[src/rtl/idu_pipe_wide_pkg.sv]
// Shared idu defines: lane/payload defaults, payload field map, occupancy width.
// Imported by idu_pipe_wide and lane_popcount.
package idu_pipe_wide_pkg;

  localparam int unsigned IDU_LANES     = 2;
  localparam int unsigned IDU_PAYLOAD_W = 128;
  localparam int unsigned IDU_OCC_W     = 2;

  // Decoded-bundle field offsets within one lane payload.
  localparam int unsigned IDU_INSTR_LSB = 0;
  localparam int unsigned IDU_INSTR_W   = 32;
  localparam int unsigned IDU_PC_LSB    = 32;
  localparam int unsigned IDU_PC_W      = 32;
  localparam int unsigned IDU_LREG_LSB  = 64;
  localparam int unsigned IDU_LREG_W    = 16;
  localparam int unsigned IDU_IMM_LSB   = 80;
  localparam int unsigned IDU_IMM_W     = 32;
  localparam int unsigned IDU_CTRL_LSB  = 112;
  localparam int unsigned IDU_CTRL_W    = 16;

  typedef enum logic [IDU_OCC_W-1:0] {
    OCC_EMPTY = 2'd0,
    OCC_ONE   = 2'd1,
    OCC_FULL  = 2'd2
  } occ_e;

endpackage

[src/rtl/idu_pipe_wide_lane_popcount.sv]
// Counts set bits of a lane mask.
// Ports: mask (LANES) in, count (CNT_W) out.
module lane_popcount
  import idu_pipe_wide_pkg::*;
#(
  parameter int LANES = IDU_LANES,
  parameter int CNT_W = $clog2(LANES + 1)
) (
  input  logic [LANES-1:0] mask,
  output logic [CNT_W-1:0] count
);

  always_comb begin
    count = '0;
    for (int i = 0; i < LANES; i++) begin
      count = count + CNT_W'(mask[i]);
    end
  end

endmodule

[src/rtl/idu_pipe_wide.sv]
// Decode-to-issue group buffer: 2-entry head+skid, registered up_ready.
// Ports: clock/reset, flush_valid, up_* (valid/ready/mask/payload in),
// down_* (valid/mask/payload out, ready in), occupancy.
// Optional macro IDU_PIPE_PERF_EN adds perf_instr_cnt / perf_stall_cnt.
module idu_pipe_wide
  import idu_pipe_wide_pkg::*;
#(
  parameter int LANES     = IDU_LANES,
  parameter int PAYLOAD_W = IDU_PAYLOAD_W
) (
  input  logic                       clock,
  input  logic                       reset,
  input  logic                       flush_valid,
  input  logic                       up_valid,
  input  logic [LANES-1:0]           up_lane_mask,
  input  logic [LANES*PAYLOAD_W-1:0] up_payload,
  output logic                       up_ready,
  output logic                       down_valid,
  output logic [LANES-1:0]           down_lane_mask,
  output logic [LANES*PAYLOAD_W-1:0] down_payload,
  input  logic                       down_ready,
`ifdef IDU_PIPE_PERF_EN
  output logic [63:0]                perf_instr_cnt,
  output logic [31:0]                perf_stall_cnt,
`endif
  output logic [IDU_OCC_W-1:0]       occupancy
);

  occ_e                       state_q, state_d;
  logic [LANES-1:0]           head_mask, skid_mask;
  logic [LANES*PAYLOAD_W-1:0] head_data, skid_data;
  logic                       push, pop;
  logic                       head_ld, head_from_skid, skid_ld;

  assign occupancy  = state_q;
  assign up_ready   = (state_q != OCC_FULL);
  // Flush kills the head combinationally so nothing leaves that cycle.
  assign down_valid = (state_q != OCC_EMPTY) && !flush_valid;
  // An empty mask is a bubble, not a group.
  assign push = up_valid && (|up_lane_mask) && up_ready && !flush_valid;
  assign pop  = down_valid && down_ready;

  always_comb begin
    state_d        = state_q;
    head_ld        = 1'b0;
    head_from_skid = 1'b0;
    skid_ld        = 1'b0;
    if (flush_valid) begin
      state_d = OCC_EMPTY;
    end else begin
      unique case (state_q)
        OCC_EMPTY: begin
          if (push) begin
            head_ld = 1'b1;
            state_d = OCC_ONE;
          end
        end
        OCC_ONE: begin
          if (push && pop) begin
            head_ld = 1'b1;
          end else if (push) begin
            skid_ld = 1'b1;
            state_d = OCC_FULL;
          end else if (pop) begin
            state_d = OCC_EMPTY;
          end
        end
        OCC_FULL: begin
          if (pop) begin
            head_ld        = 1'b1;
            head_from_skid = 1'b1;
            state_d        = OCC_ONE;
          end
        end
        default: state_d = OCC_EMPTY;
      endcase
    end
  end

  always_ff @(posedge clock or posedge reset) begin
    if (reset) begin
      state_q   <= OCC_EMPTY;
      head_mask <= '0;
      head_data <= '0;
      skid_mask <= '0;
      skid_data <= '0;
    end else begin
      state_q <= state_d;
      if (head_ld) begin
        head_mask <= head_from_skid ? skid_mask : up_lane_mask;
        head_data <= head_from_skid ? skid_data : up_payload;
      end
      if (skid_ld) begin
        skid_mask <= up_lane_mask;
        skid_data <= up_payload;
      end
    end
  end

  always_comb begin
    down_lane_mask = down_valid ? head_mask : '0;
    down_payload   = '0;
    for (int i = 0; i < LANES; i++) begin
      if (down_lane_mask[i]) begin
        down_payload[i*PAYLOAD_W +: PAYLOAD_W] =
          head_data[i*PAYLOAD_W +: PAYLOAD_W];
      end
    end
  end

`ifdef IDU_PIPE_PERF_EN
  localparam int CNT_W = $clog2(LANES + 1);

  logic [CNT_W-1:0] pop_cnt;

  lane_popcount #(
    .LANES (LANES),
    .CNT_W (CNT_W)
  ) u_popcount (
    .mask  (down_lane_mask),
    .count (pop_cnt)
  );

  always_ff @(posedge clock or posedge reset) begin
    if (reset) begin
      perf_instr_cnt <= '0;
      perf_stall_cnt <= '0;
    end else begin
      if (pop) begin
        perf_instr_cnt <= perf_instr_cnt + 64'(pop_cnt);
      end
      if (down_valid && !down_ready && (perf_stall_cnt != '1)) begin
        perf_stall_cnt <= perf_stall_cnt + 32'd1;
      end
    end
  end
`endif

`ifndef SYNTHESIS
  // Lane masks must be contiguous from lane 0 (i.e. of the form 2^k-1).
  always @(posedge clock) begin
    if (!reset && up_valid && (up_lane_mask != '0)) begin
      assert ((up_lane_mask & (up_lane_mask + LANES'(1))) == '0)
        else $error("idu_pipe_wide: non-contiguous lane mask %b",
                    up_lane_mask);
    end
  end
`endif

endmodule
[config.mk]
export PLATFORM = sky130hd
export DESIGN_NAME = idu_pipe_wide
export DESIGN_NICKNAME = d
export VERILOG_FILES = /design/src/rtl/idu_pipe_wide_pkg.sv /design/src/rtl/idu_pipe_wide_lane_popcount.sv /design/src/rtl/idu_pipe_wide.sv
export SDC_FILE = /design/constraint.sdc
export NUM_CORES = 1
export LEC_CHECK = 0
export BUFFER_PORTS_ARGS = -buffer_cell sky130_fd_sc_hd__buf_2
export CAP_MARGIN = 0
export CORE_ASPECT_RATIO = 1.1
export CORE_UTILIZATION = 25
export CTS_BUF_LIST = sky130_fd_sc_hd__clkbuf_16
export DETAILED_ROUTE_END_ITERATION = 10
export RECOVER_POWER = 50
export SLEW_MARGIN = 30
export SYNTH_ARGS = -nofsm -noshare
export SYNTH_HDL_FRONTEND = slang
export SYNTH_SLANG_ARGS = --single-unit
[constraint.sdc]
create_clock -name clock -period 23.8 [get_ports clock]
set_input_delay 4.76 -clock clock [delete_from_list [all_inputs] [get_ports clock]]
set_output_delay 4.76 -clock clock [all_outputs]
set_load 0.01 [all_outputs]
==> results of run 1 <==
[report_power, final]
part	leakage [nW]	switching, W	total (W)	internal, W
Combinational	7.30	0.000147	0.000379	0.000232
Sequential	6.33	0.000118	0.00122	0.00110
Clock	0.946	0.000362	0.000862	0.000499
[flip-flops by register name, summed over array words and instances (netlist names)]
| name | flops |
|---|---|
| head_data | 256 |
| skid_data | 256 |
| head_mask | 2 |
| occupancy | 2 |
| skid_mask | 2 |
[kinds of logic after synthesis]
kind of cell	synth area share [%]
mux	35.9
flops	53.4
fa+ha+maj	0.0464
simple gates	6.90
xor+xnor	0.0361
compound gates	0.180
buf+inv	3.51
[stage by stage]
step	hold WS, ps	worst slack, ps
finish	475	9110
global route	484	6780
floorplan	449	4570
detailed placement	466	12260
CTS	479	12250
global placement	462	12180
[final cells by class]
class | count | area (um^2)
multi-input cells | 1047 | 10400
clock buffers | 61 | 1530
clock inverters | 42 | 282
fillers | 9803 | 66300
diodes | 10 | 25.0
repair buffers | 546 | 2800
flip-flops and latches | 518 | 13000
inverters | 2 | 8.76
well taps | 1270 | 1590
[placed cells by master (no fill, tap or decap)]
master	instances
mux2_2	755
clkbuf_16	61
buf_4	9
and3_1	256
a211oi_1	1
clkinvlp_2	1
buf_2	519
dfrtp_1	516
clkinv_1	11
and2_1	2
clkinvlp_4	2
clkbuf_1	14
mux2_1	19
inv_1	17
o21ai_0	1
diode_2	10
xnor2_1	1
buf_6	2
or3b_1	1
nor2_4	1
clkinv_2	9
a21boi_0	1
bufinv_16	4
maj3_1	1
buf_16	2
nor2_1	3
nor2b_1	1
nor3_1	1
nand2b_1	2
dfrtp_4	2
a21o_1	1
[layer usage]
metal / vias to the layer above / track usage (%) / routed length (um)
met5: - / 0 / 201
met4: 32 / 3.41 / 1330
met3: 113 / 3.63 / 4520
met2: 403 / 18.8 / 28500
met1: 7700 / 16.1 / 26600
li1: 7130 / - / -
[worst max path at each step]
stage                            from                         end  depth (start not counted)
after global placement    flush_valid           down_lane_mask[1]                          5
after floorplan                 reset    head_data[0]$_DFFE_PP0P_                          1
after CTS                 flush_valid           down_payload[131]                          5
after detailed placement  flush_valid           down_payload[131]                          5
after global routing            reset  head_data[167]$_DFFE_PP0P_                          4
final                           reset  head_data[167]$_DFFE_PP0P_                          4
==> metrics.txt, run 1 <==
layout net count=2436; total of warnings raised by yosys=0; Resized Gates After CTS=0; outcome=finished, violations left; Pre-antenna DRT Iters=5; Critical Path AT=approximately 14000 ps; post-CTS setup repair buffer count=0; die width=~300 um; Crit Path Class=in2async; Clock Skews=17.5 ps; Clock Latency Late Sink=610 ps; failing checks=capacitance limit, slew limit; htree depth=2; I/O pin cnt=525; Hold Crit Depth=1; asr flop ratio synth=100%; total track usage=12.1%; slew at the pin with the worst max-slew slack=8320 ps; row count=around 120; largest net degree at the start of global routing=160; mapped cell area=24300 um^2; vias in the first global route=15.6k; final WL=61200 um; DRT antenna net count=0; top-area cell type share of the netlist area=53.4%; Residual DRC=0; Worst Hold Class=reg2reg; CP Cell Sequence=buf_2, clkinvlp_2, clkbuf_1, clkbuf_1; Post-Layout Cell Count=3496; DR vias=15.4k; Worst path slowest cell=clkbuf_1; Distinct cells, synth=22; PwrDens=83.1 nW/um^2; Setup-failing EPs final=0; RSZ-0062 raised after global routing=false; total CTS buffers=58; worst r2r src=occupancy[1]$_DFFE_PP0P_; P&R area growth vs syn=22.1%; Worst-path clk slew=60 ps; Worst Path Buf+Inv=4; Final Power=0.00246 W; Worst Reg-to-Reg Cells=4; worst-path maximum fanout=110; wire length of the first global-routing pass=94500 um; Overflow after GRT=0; Worst EP required=23050 ps; chip height=329 um; Max clock buf depth=3; CTS sink cnt=518; Min Clock Period, post-route=14690 ps; crit end category=async pin; final hold violation count=0; Worst IR Drop VDD=55.5 uV; initial antenna violation count=27; reg2reg end=head_data[109]$_DFFE_PP0P_; setup tns final=0 ps; number of vias per cell=between 4 and 5; Seq cells post-synth=518; Yosys top cell by area=dfrtp_1; largest cells by area after synthesis=dfrtp_1 (53%), mux2_2 (35%), and3_1 (6.6%); crit path launch type=input port; ys flop type=dfrtp_1; Design Area, Final=~30000 um^2; CTS tree=done; startpoint of the worst hold path=head_data[18]$_DFFE_PP0P_; sequential share of the synthesized area=53.4%; most frequent cells after synthesis=mux2_2 (756), dfrtp_1 (518), and3_1 (256); cell family with most CP delay=buffers and inverters; core region area=95900 um^2; Avg Synthesized Cell Area=14.2 um^2; Static Leakage=14.6 nW; Slew Limit Fails=about 860; Placed Cells incl. Taps=3381; clock root buffer=clkbuf_16; Core Util, Final=30.9%; crit share post-route=61.7%; Initial DRC Count=729; Post-DP Area=27900 um^2; most frequent cell after synthesis=mux2_2; die area=98300 um^2; WL/cell=17.5 um; worst reg-to-reg setup slack=14890 ps; Post-Syn Nets=between 1.5k and 2k; Hold Buf Count CTS=0; port bufs=524; Post-Synthesis Cells=1708; Post-synth EDFFs=0; share of cells above drive strength 1=approximately three fifths; Max Fclk=0.0681 GHz; Max Cap Violations=10; Worst slew margin=-454%; Starting Density=around a quarter; most numerous cell on the critical path=clkbuf_1; peak per-stage delay on the critical path=approximately 4300 ps; Hold EP=head_data[18]$_DFFE_PP0P_; Final HPWL DP=40000 um; gp weighted congestion=roughly 0.75
(Power assumes the default switching activity.)
==> run 2: changes to the inputs <==
- clock period: 23.8 -> 12.45 ns (I/O delays scaled with it)
==> metrics.txt, run 2 (synthesized netlist as in run 1, its figures left out) <==
Seq pwr share=48.6%; DR vias=15.4k; Worst Hold Class=reg2reg; final hold slack=480 ps; largest net degree at the start of global routing=148; grt peak-use layer=met2; most common cell after layout, fill and taps aside=mux2_2; Worst EP required=12940 ps; die area=approximately 100000 um^2; port bufs=~520; Initial DRC Count=roughly 740; total track usage=about an eighth; Fillers=9789; WL/cell=roughly 17 um; Worst setup startpoint=flush_valid; I/O pin cnt=525; Final HPWL DP=39200 um; Max Cap Violations=4; most frequent cells in the layout=mux2_2 (756), buf_2 (520), dfrtp_1 (516); crit path launch type=input port; gp weighted congestion=0.782; sw power=between 0.001 and 0.0015 W; layout net count=2438; chip height=329 um; Slew Limit Fails=240; crit end category=flop; Placed Cells incl. Taps=3381; Resized Gates After CTS=0; vias in the first global route=15.6k; combinational share of power=15.0%; final WL=61000 um; htree depth=2; Worst slew margin=-221%; Residual DRC=0; Setup-failing EPs final=0; crit share post-route=67.2%; post-CTS setup repair buffer count=0; Design Area, Final=29800 um^2; failing checks=capacitance limit, slew limit; Clock Latency Late Sink=roughly 620 ps; startpoint of the worst hold path=head_data[14]$_DFFE_PP0P_; Max Fclk=0.120 GHz; Crit Path Class=in2reg; share of cells above drive strength 1=62.1%; Critical Path AT=8860 ps; total CTS buffers=60; clock root buffer=clkbuf_16; Starting Density=25.3%; Worst-path clk slew=about 60 ps; Static Leakage=14.7 nW; die width=~300 um; PwrDens=161 nW/um^2; Post-Layout Cell Count=3503; RSZ-0062 raised after global routing=false; worst r2r src=occupancy[0]$_DFFE_PP0P_; Max clock buf depth=3; Min Clock Period, post-route=8370 ps; Sw Share=between 20 and 30%; wire length of the first global-routing pass=94400 um; worst-path maximum fanout=76; initial antenna violation count=22; Largest regs=head_data (256), skid_data (256); core region area=95900 um^2; CTS tree=done; setup ws final=4080 ps; met3 GRT Util=3.87%; GR Util met2=19.1%; Worst IR Drop VDD=around 110 uV; CTS sink cnt=approximately 520; Pint=0.00357 W; met1 Use GR=about 16%; Overflow after GRT=0; row count=about 120; clock share of power=36.4%; setup tns final=0 ps; slew at the pin with the worst max-slew slack=4810 ps; final hold violation count=0; Pre-antenna DRT Iters=5; pre-CTS WS=5380 ps; Post-DP Area=27900 um^2; Hold Buf Count CTS=0; P&R area growth vs syn=22.9%; Clock Skews=about 17 ps; outcome=finished, violations left; number of vias per cell=4.40; DRT antenna net count=0
[run 2: cell types whose count changed in the layout (fill, tap and decap cells not counted), moves of 2 or more]
cell	previous run	this run
buf_12	0	5
bufinv_16	4	7
clkbuf_1	14	8
clkinv_1	11	18
clkinv_2	9	7
inv_1	17	12
inv_6	0	3
[run 2: layout make-up]
| class | instances | area, um^2 | area share [%] |
|---|---|---|---|
| clock inverter | 50 | 415 | 1.39 |
| tap | 1270 | 1590 | 5.33 |
| antenna | 9 | 22.5 | 0.0755 |
| sequential | 518 | 13000 | 43.5 |
| inverter | 2 | 8.76 | 0.0294 |
| clock buffer | 61 | 1530 | 5.12 |
| timing repair buffer | 546 | 2860 | 9.58 |
| multi-input combinational | 1047 | 10400 | 35.0 |
[run 2: critical path: stages]
cell and delay [ps]:
clkbuf_1 180, nor3_1 440, buf_12 380, clkbuf_1 3380, buf_4 1060, mux2_2 450
mux2_1 290
[run 2: path summary, 6_finish.rpt]
path / end / slack, ps / cells after the start
hold reg to reg: head_data[14]$_DFFE_PP0P_ / 480 / 1
max in group asynchronous: skid_data[54]$_DFFE_PP0P_ / 6390 / 5
min in group asynchronous: head_data[152]$_DFFE_PP0P_ / 3030 / 3
hold / removal: head_data[14]$_DFFE_PP0P_ / 480 / 1
setup reg to reg: head_data[64]$_DFFE_PP0P_ / 5510 / 7
setup / recovery: head_data[64]$_DFFE_PP0P_ / 4080 / 7
[run 2: power by group through the flow]
| stage | clock, W | sequential (W) | combinational (W) |
|---|---|---|---|
| 3_5_place_dp | 0 | 0.00237 | 0.000725 |
| 3_3_place_gp | 0 | 0.00235 | 0.000701 |
| 5_1_grt | 0.00187 | 0.00239 | 0.000794 |
| 4_1_cts | 0.00181 | 0.00234 | 0.000727 |
| 6_report | 0.00175 | 0.00233 | 0.000718 |
| 2_1_floorplan | 0 | 0.00226 | 0.000568 |
[run 2: per-layer routing]
metal  vias up  wire length, um
met5         -              142
met4        24             1540
met3       123             4520
met2       418            28200
met1      7687            26700
li1       7153                -
[run 2: through the flow]
| stage | utilization [%] | total power (W) |
|---|---|---|
| 3_3_place_gp | 29.1 | 0.00305 |
| 6_report | 31.1 | 0.00480 |
| 3_5_place_dp | 29.1 | 0.00309 |
| 5_1_grt | 31.1 | 0.00506 |
| 2_1_floorplan | - | 0.00283 |
| 4_1_cts | 31.1 | 0.00487 |
==> run 3: changes to the inputs <==
- clock period: 12.45 -> 6.7 ns (I/O delays scaled with it)
==> metrics.txt, run 3 (synthesized netlist as in run 1, its figures left out) <==
Min Clock Period, post-route=4870 ps; most frequent cells in the layout=mux2_2 (750), buf_2 (520), dfrtp_1 (516); Clock Latency Late Sink=approximately 630 ps; Fillers=9737; wire length of the first global-routing pass=95600 um; Crit path depth=6; Worst Hold Class=reg2reg; Hold Crit Depth=1; peak per-stage delay on the critical path=between 1500 and 2000 ps; failing checks=capacitance limit, slew limit; Worst EP required=7200 ps; final WL=62100 um; DRT antenna net count=0; I/O pin cnt=525; Initial DRC Count=698; chip height=about 330 um; clock root buffer=clkbuf_16; Worst path slowest cell=nor3_1; htree depth=2; Hold Buf Count CTS=0; total track usage=12.3%; Largest regs=head_data (256), skid_data (256); Setup-failing EPs final=0; final hold violation count=0; Worst IR Drop VDD=a little under 200 uV; crit path launch type=input port; Worst-path clk slew=60 ps; crit share post-route=72.7%; final hold slack=475 ps; gp weighted congestion=0.776; DR vias=15.5k; setup tns final=0 ps; CTS tree=done; PwrDens=291 nW/um^2; Clock Skews=about 15 ps; most common cell after layout, fill and taps aside=mux2_2; Crit Path Class=in2reg; cell family with most CP delay=buffers and inverters; worst-path maximum fanout=28; total CTS buffers=58; die area=98300 um^2; Resized Gates After CTS=0; CTS sink cnt=518; Post-DP Area=28100 um^2; Residual DRC=0; port bufs=between 500 and 600; Static Leakage=14.7 nW; layout net count=2455; WL/cell=17.6 um; Pre-antenna DRT Iters=4; Max Cap Violations=11; Final HPWL DP=41400 um; largest net degree at the start of global routing=151; Starting Density=between 20% and 30%; crit end category=flop; slew at the pin with the worst max-slew slack=2970 ps; core region area=around 96000 um^2; Max Fclk=0.205 GHz; Worst Path Buf+Inv=3; Slew Limit Fails=496; Critical Path AT=5380 ps; Core Util, Final=31.1%; share of cells above drive strength 1=61.4%; RSZ-0062 raised after global routing=false; Design Area, Final=around 30000 um^2; P&R area growth vs syn=22.8%; Overflow after GRT=0; Max clock buf depth=3; vias in the first global route=15.8k; Worst slew margin=-97.7%; outcome=finished, violations left; die width=299 um; initial antenna violation count=21; most numerous cell on the critical path=clkbuf_1; number of vias per cell=4.40; post-CTS setup repair buffer count=0; CP Cell Sequence=clkbuf_1, inv_1, nor3_1, clkbuf_1, mux2_2, mux2_1; Worst Reg-to-Reg Cells=5; Final Power=~0.0087 W; row count=119
-- run 3: changes by cell type in the layout (fill, tap and decap cells not counted), moves of 3 or more --
cell / before / now
clkbuf_1: 8 / 20
buf_4: 10 / 15
inv_1: 12 / 23
clkinv_1: 18 / 13
clkbuf_2: 0 / 3
mux2_2: 756 / 750
diode_2: 9 / 17
mux2_1: 18 / 24
bufinv_16: 7 / 2
-- run 3: cell type report --
type	instances	area, um^2	area share [%]
Tap cell	1270	1590	5.33
Clock buffer	61	1530	5.12
Inverter	2	8.76	0.0294
Sequential cell	518	13000	43.5
Multi-Input combinational cell	1047	10500	35.1
Antenna cell	17	42.5	0.143
Clock inverter	49	267	0.894
Timing Repair Buffer	565	2950	9.88
-- run 3: routing by layer --
layer	GRT usage [%]	wire length [um]
met5	0	123
met4	3.38	1320
met3	4.02	4440
met2	19.8	28900
met1	15.8	27300
-- run 3: stage by stage --
step / setup slack [ps] / cells
global route: 1460 / 3518
floorplan: -1680 / 1708
CTS: 2500 / 3511
finish: 1830 / 3529
detailed placement: 2760 / 3401
global placement: 2790 / 3401
-- run 3: worst paths after layout --
path,slack [ps],from,end
max reg2reg,2200,occupancy[0]$_DFFE_PP0P_,head_data[19]$_DFFE_PP0P_
max in group asynchronous,2710,reset,skid_data[16]$_DFFE_PP0P_
min reg2reg,470,head_data[18]$_DFFE_PP0P_,head_data[18]$_DFFE_PP0P_
min in group asynchronous,730,reset,skid_data[151]$_DFFE_PP0P_
min,470,head_data[18]$_DFFE_PP0P_,head_data[18]$_DFFE_PP0P_
max,1830,down_ready,head_data[19]$_DFFE_PP0P_
-- run 3: power breakdown --
group / switching [W] / internal, W
Sequential: 0.000419 / 0.00392
Clock: 0.00132 / 0.00171
Combinational: 0.000513 / 0.000803
